$ cat src/rtl/logic_gates.sv
// Registered bank of the eight two-input bitwise gate functions on WIDTH-bit operands.
// One-cycle latency; results hold between accepted operand pairs.
module logic_gates #(
    parameter int WIDTH = 4
) (
    input  logic             clk,
    input  logic             reset,
    input  logic             in_valid,
    input  logic [WIDTH-1:0] a,
    input  logic [WIDTH-1:0] b,
    output logic             out_valid,
    output logic [WIDTH-1:0] y,
    output logic [WIDTH-1:0] ynot,
    output logic [WIDTH-1:0] yand,
    output logic [WIDTH-1:0] ynand,
    output logic [WIDTH-1:0] yor,
    output logic [WIDTH-1:0] ynor,
    output logic [WIDTH-1:0] yxor,
    output logic [WIDTH-1:0] ynxor
);

    logic             vld_p1;
    logic [WIDTH-1:0] y_p1;
    logic [WIDTH-1:0] ynot_p1;
    logic [WIDTH-1:0] yand_p1;
    logic [WIDTH-1:0] ynand_p1;
    logic [WIDTH-1:0] yor_p1;
    logic [WIDTH-1:0] ynor_p1;
    logic [WIDTH-1:0] yxor_p1;
    logic [WIDTH-1:0] ynxor_p1;

    // Stage p0 -> p1: the inverted results also clear to zero on reset, not to all-ones.
    always_ff @(posedge clk) begin
        if (reset) begin
            vld_p1   <= 1'b0;
            y_p1     <= '0;
            ynot_p1  <= '0;
            yand_p1  <= '0;
            ynand_p1 <= '0;
            yor_p1   <= '0;
            ynor_p1  <= '0;
            yxor_p1  <= '0;
            ynxor_p1 <= '0;
        end else begin
            vld_p1 <= in_valid;
            if (in_valid) begin
                y_p1     <= a;
                ynot_p1  <= ~a;
                yand_p1  <= a & b;
                ynand_p1 <= ~(a & b);
                yor_p1   <= a | b;
                ynor_p1  <= ~(a | b);
                yxor_p1  <= a ^ b;
                ynxor_p1 <= ~(a ^ b);
            end
        end
    end

    assign out_valid = vld_p1;
    assign y         = y_p1;
    assign ynot      = ynot_p1;
    assign yand      = yand_p1;
    assign ynand     = ynand_p1;
    assign yor       = yor_p1;
    assign ynor      = ynor_p1;
    assign yxor      = yxor_p1;
    assign ynxor     = ynxor_p1;

endmodule

$ cat config.mk
export PLATFORM = sky130hd
export DESIGN_NAME = logic_gates
export DESIGN_NICKNAME = d
export VERILOG_FILES = /design/src/rtl/logic_gates.sv
export SDC_FILE = /design/constraint.sdc
export NUM_CORES = 1
export LEC_CHECK = 0
export CAP_MARGIN = 20
export CORE_UTILIZATION = 41
export DETAILED_ROUTE_END_ITERATION = 8
export PLACE_DENSITY_LB_ADDON = 0.15
export SETUP_SLACK_MARGIN = 0.2
export SYNTH_ARGS = -nofsm -noshare
export SYNTH_HDL_FRONTEND = slang
export SYNTH_SLANG_ARGS = --single-unit
$ cat constraint.sdc
create_clock -name clk -period 0.8 [get_ports clk]
set_clock_uncertainty 0.1 [all_clocks]
set_input_delay 0.08 -clock clk [delete_from_list [all_inputs] [get_ports clk]]
set_output_delay 0.08 -clock clk [all_outputs]
set_load 0.05 [all_outputs]
After elaboration in Yosys (flattened, before gate mapping)
Cells that the tools add are included.

operators by class
  bitwise logic cells = 7

operator list
  operator     count
  $not 4->4    4
  $and 4x4->4  1
  $or 4x4->4   1
  $xor 4x4->4  1

word-level totals
  register bits = 33
  output and inout port bits = 33

Depth between registers and ports, before layout
Gate-level depths: netlist of run 1.

  word-level depth = 2
  mapped depth = 4
  mapped depth without buffers = 4

Worst setup path after synthesis of run 1
OpenSTA, ideal clock, no wires.

  kind = reg-to-reg
  from = reg ynand[2] (netlist name)
  to = reg ynand_p1[2] (netlist: ynand[2])
  library setup time = 79 ps
  data arrival time = 882 ps
  data required time = 621 ps
  slack = -261 ps
  stages on the path, launching flop included = 3
  cells stage by stage = dfxtp_1 nor2_1 a211oi_2

RTL lines
  element               line  source
  to (signal assigned)  50    ynand_p1 <= ~(a & b);
  to (decl)             26    logic [WIDTH-1:0] ynand_p1;

Worst setup path in the final report of run 1
  from = reg ynot_p1[2] (netlist: ynot[2])
  to = out ynot[2]

RTL lines
  element                 line  source
  from (decl)             24    logic [WIDTH-1:0] ynot_p1;
  from (signal assigned)  48    ynot_p1 <= ~a;
  to (decl)               13    output logic [WIDTH-1:0] ynot,

No word-level cell between the ends.

==> out/metrics.yaml, run 1 <==
status: "complete, but fails checks"
violations: "negative setup slack"
syn_nets: 159
dr_total_vias: 1116
finalNetCount: 219
finalWirelength_mm: 3.22
internal-power_w: 0.00273
ys_warn_count: 0
synth_compound_area_frac: 0.118
clock_power_share: 0.207
grt.overflow.total: 0
gp_congestion: 0.726
placed_area_mm2: 0.00246
endpoint_kind: "output pin"
synth_fa_ha_area_frac: 0.139
crit_family: "flip-flops"
viasPerCell: 4.69
dp_hpwl_mm: 2.10
cts_root_buf: "clkbuf_4"
critPathMaxFanout: 2
ys_seq_elements: 33
initial_core_util: 0.429
tightest_slew_ps: 281
min_period_ps: 1010
p_seq_frac: 0.452
mostFrequentLayoutCell: "buf_12"
final_util: 0.795
drt_iter0_drc: 17
first_global_vias: 1102
clkTransAtPathRegs_ps: 100
grt_max_degree: 31
fin_crit_sh: 1.27
ant_nets: 0
path_cells: "buf_12"
die_area_mm2: 0.00376
synth_area_mm2: 0.00144
rows: 21
layout_setup_ws_ps: -213
rrSetupSlack_ps: -90
critPathArrivalTime_ps: 830
ios: 44
avgSynthCellArea_um2: 10.9
fin_setup_tns_ps: -7030
hold_path_class: "primary input to flip-flop"
swShare: 0.327
layout-drive-gt1-share: 0.682
mostFrequentLayoutCells: "buf_12, dfxtp_4, nor2_1"
ys_seq_area_frac: 0.458
portBuffers: 43
synthDistinctLibCells: 14
p_comb_frac: 0.341
peakVddDrop_uv: 1170
track_usage: 0.181
p_total_w: 0.00406
max_freq_mhz: 987
syn_inst: 132
setup_viol: 40
muxShareOfSynthArea: 0.111
crit_path_max_incr_delay_ps: 370
clk-insertion-delay-late_ps: 320
maxSlewViolCount: 0
cts_tree: "yes"
synth_top_family_by_area: "adder cells"
fp.coreArea_mm2: 0.00336
num_antenna_cells: 0
synthSimpleGateAreaFrac: 0.0877
grt_pass1_wl_mm: 4.82
routedWlPerCell_um: 13.5
power_density_mw_per_mm2: 1520
cp.required_ps: 620
drc: 0
cp.buffers_inverters: 1
die_height_um: 61.3
power.net_switching_w: 0.00133
drv_cap: 0
path_class: "flip-flop to output pin"
design_area_mm2: 0.00268
cts_buffers: 5
hold_buffers: 0
drtPass1Iterations: 4
die_w_um: 61.3
cts.sinks: 33
leakage_nw: 1.13
slew_headroom: 0.813
clockBufferDepth: 2
synthToLayoutAreaGrowth_pct: 85.6
hold_viol_final: 0
start_kind: "flip-flop"
rsz0062_at_grt: "true"
synth_xor_area_frac: 0
crit_slowest_cell: "dfxtp_4"
htree_levels: 2
fillers: 217
antenna_found_initial: 0
-- sequential cells by signal, indices dropped and copies added (netlist names) --
name and count:
y 4, yand 4, ynand 4, ynor 4, ynot 4, ynxor 4
yor 4, yxor 4, out_valid 1
-- area by class of cell --
| cell class | instances | area (µm²) | area share |
|---|---|---|---|
| Clock buffer | 6 | 41.3 | 0.0154 |
| Clock inverter | 1 | 3.75 | 0.00140 |
| Inverter | 8 | 30.0 | 0.0112 |
| Multi-Input combinational cell | 81 | 782 | 0.292 |
| Sequential cell | 33 | 785 | 0.293 |
| Tap cell | 46 | 57.6 | 0.0215 |
| Timing Repair Buffer | 63 | 976 | 0.365 |
-- layer usage --
layer / global-route usage / wire, µm
met1: 0.203 / 1310
met2: 0.312 / 1710
met5: 0 / 0
met3: 0.0609 / 181
met4: 0.0812 / 19
-- cells in the mapped netlist --
library cell	number	area (µm²)
inv_1	8	30.0
ha_1	16	200
buf_2	2	10.0
buf_8	1	15.0
buf_4	3	22.5
dfxtp_1	33	661
buf_12	1	20.0
clkbuf_1	1	3.75
a211oi_1	6	45.0
a211oi_2	10	125
mux2i_1	16	160
buf_6	2	22.5
nor2b_1	1	6.26
nor2_1	32	120
-- through the flow --
stage | std cells | hold slack, ps | setup WS [ps]
after floorplan | 132 | 67.2 | 5.49
after global placement | 222 | 399 | -467
after detailed placement | 222 | 401 | -529
after CTS | 232 | 78.2 | -227
after global routing | 238 | 92.9 | -244
final | 238 | 95.6 | -213
-- cells by family after synthesis --
| kind of cell | after synthesis |
|---|---|
| simple gates | 33 |
| flops | 33 |
| buf+inv | 18 |
| compound gates | 16 |
| mux | 16 |
| fa+ha+maj | 16 |
-- path summary, 6_finish.rpt --
check | startpoint | end | cells after the start
hold reg to reg | ynand[0] | ynand[0] | 2
setup reg to reg | yxor[3] | yxor[3] | 3
hold / removal | in_valid | ynot[2] | 3
setup / recovery | ynot[2] | ynot[2] | 1
-- what timing repair did --
item,CTS,global route
hold endpoints to repair,0,0
gates cloned,1,0
resized for setup,24,16
setup endpoints to repair,66,65
buffers inserted,2,6
pin swaps,7,4
-- power by group through the flow --
stage          Sequential [W]  Clock, W  Combinational [W]
5_1_grt               0.00185  0.000931            0.00145
3_3_place_gp          0.00186         0            0.00125
6_report              0.00184  0.000838            0.00138
3_5_place_dp          0.00187         0            0.00127
4_1_cts               0.00183  0.000881            0.00131
2_1_floorplan         0.00219         0           0.000324
Power figures use the tool's default switching activity.
==> run 2: changes to the inputs <==
--- a/config.mk
+++ b/config.mk
@@ -10,6 +10,7 @@
 export DETAILED_ROUTE_END_ITERATION = 8
 export PLACE_DENSITY_LB_ADDON = 0.15
 export SETUP_SLACK_MARGIN = 0.2
+export SKIP_CTS_REPAIR_TIMING = 1
 export SYNTH_ARGS = -nofsm -noshare
 export SYNTH_HDL_FRONTEND = slang
 export SYNTH_SLANG_ARGS = --single-unit
==> run 2 against run 1 <==
Net effect: the flow still finishes with violations (negative setup slack); global-route usage shrank 1.7 points; first-iteration DRC count grew 5.9%; non-clock buffer count shrank 7; setup slack gained 0.69 ps; sequential share of layout area grew 0.86 points; count of clock-buffer cells in the layout is the same.
==> out/metrics.yaml, run 2 (synthesized netlist as in run 1, its figures left out) <==
pre_cts_ws_ps: -529  # unchanged
min_period_ps: 1010  # about the same
hold_path_class: "primary input to flip-flop"  # unchanged
crit_slowest_cell: "dfxtp_4"  # unchanged
portBuffers: 43  # unchanged
cts_buffers: 5  # unchanged
die_area_mm2: 0.00376  # unchanged
grt_pass1_wl_mm: 4.42  # was 4.82 mm
max_freq_mhz: 987  # about the same
clockBufferDepth: 2  # unchanged
layout-drive-gt1-share: 0.632  # was 0.682
grt_max_degree: 34  # was 31
dr_total_vias: 1080  # was 1116
drtPass1Iterations: 4  # unchanged
gp_congestion: 0.726  # unchanged
cp.required_ps: 620  # about the same
mostFrequentLayoutCells: "buf_12, dfxtp_4, nor2_1"  # unchanged
hp-start: "a[3]"  # was in_valid
rrSetupSlack_ps: -60  # was -90 ps
drv_cap: 0  # unchanged
rows: 21  # unchanged
tightest_slew_ps: 221  # was 281 ps
multi_input_area_um2: 747  # was 782 µm²
endpoint_kind: "output pin"  # unchanged
maxSlewViolCount: 0  # unchanged
setup_viol: 35  # was 40
clk-insertion-delay-late_ps: 310  # was 320 ps
layout_setup_ws_ps: -213  # about the same
seqCellArea_um2: 785  # unchanged
path_cells: "buf_12"  # unchanged
fin_cells: 231  # was 238
track_usage: 0.165  # was 0.181
die_w_um: 61.3  # unchanged
cts_root_buf: "clkbuf_4"  # unchanged
drc: 0  # unchanged
hold_slack_ps: 10.6  # was 95.6 ps
placed_area_mm2: 0.00246  # unchanged
synthToLayoutAreaGrowth_pct: 80.3  # was 85.6%
r2r_end: "ynot[3]"  # was yxor[3]
hold_viol_final: 0  # unchanged
violations: "negative setup slack"  # unchanged
peakVddDrop_uv: 1160  # was 1170 µV
viasPerCell: 4.68  # was 4.69
rsz0062_at_grt: "true"  # unchanged
first_global_vias: 1029  # was 1102
ant_nets: 0  # unchanged
clkTransAtPathRegs_ps: 100  # about the same
dp_hpwl_mm: 2.10  # unchanged
ios: 44  # unchanged
p_total_w: 0.00398  # was 0.00406 W
cts_tree: "yes"  # unchanged
finalWirelength_mm: 3.15  # was 3.22 mm
grt.overflow.total: 0  # unchanged
antenna_found_initial: 0  # unchanged
critPathArrivalTime_ps: 830  # about the same
crit_family: "flip-flops"  # unchanged
mostFrequentLayoutCell: "buf_12"  # unchanged
worstHoldPathCells: 3  # unchanged
htree_levels: 2  # unchanged
finalNetCount: 212  # was 219
num_antenna_cells: 0  # unchanged
ff2ff_path_depth: 3  # unchanged
routedWlPerCell_um: 13.6  # was 13.5 µm
crit_path_max_incr_delay_ps: 370  # about the same
drt_iter0_drc: 18  # was 17
min_delay_worst_endpoint: "ynot[3]"  # was ynot[2]
initial_core_util: 0.429  # unchanged
die_height_um: 61.3  # unchanged
cp.buffers_inverters: 1  # unchanged
power_density_mw_per_mm2: 1530  # was 1520 mW/mm²
cts.sinks: 33  # unchanged
design_area_mm2: 0.00260  # was 0.00268 mm²
critPathMaxFanout: 2  # unchanged
fp.coreArea_mm2: 0.00336  # unchanged
fillers: 221  # was 217
fin_crit_sh: 1.27  # about the same
slew_headroom: 0.853  # was 0.813
start_kind: "flip-flop"  # unchanged
dp_cells: 222  # unchanged
leakage_nw: 1.15  # was 1.13 nW
path_class: "flip-flop to output pin"  # unchanged
status: "complete, but fails checks"  # unchanged
regToRegStartpoint: "ynot[3]"  # was yxor[3]
## run 2: report_power, final
group          leakage (nW)  switching, W  internal, W
combinational         0.835      0.000665     0.000648
sequential            0.294      0.000116      0.00172
clock                0.0258      0.000515     0.000319
total                  1.15       0.00130      0.00268
## run 2: per-stage QoR
step	utilization	setup TNS (ps)
global placement	0.731	-12990
finish	0.773	-6660
floorplan	-	0
CTS	0.744	-10100
global route	0.773	-7910
detailed placement	0.731	-13940
## run 2: worst max path at each step
| stage | end | slack [ps] | depth (start not counted) | start |
|---|---|---|---|---|
| after CTS | ynxor[0] | -230 | 1 | ynxor[0] |
| after global placement | yxor[1] | -470 | 5 | b[1] |
| final | yor[2] | -210 | 1 | yor[2] |
| after floorplan | ynand[3] | 5 | 2 | ynand[3] |
| after global routing | ynand[3] | -240 | 1 | ynand[3] |
| after detailed placement | yxor[2] | -530 | 5 | b[2] |
## run 2: layer usage
layer  wire, µm  part of all wire  up-vias  global-route usage
li1           -                 -      544                   -
met5          0                 0        -                   0
met2       1650              0.52       28               0.286
met4         19            0.0060        0              0.0682
met1       1330              0.42      506               0.185
met3        147             0.047        2              0.0546
## run 2: area by class of cell
cell class / count / area share
inverters: 8 / 0.0116
clock inverters: 1 / 0.00144
multi-input cells: 81 / 0.287
well taps: 46 / 0.0221
flip-flops and latches: 33 / 0.302
repair buffers: 56 / 0.360
clock buffers: 6 / 0.0159
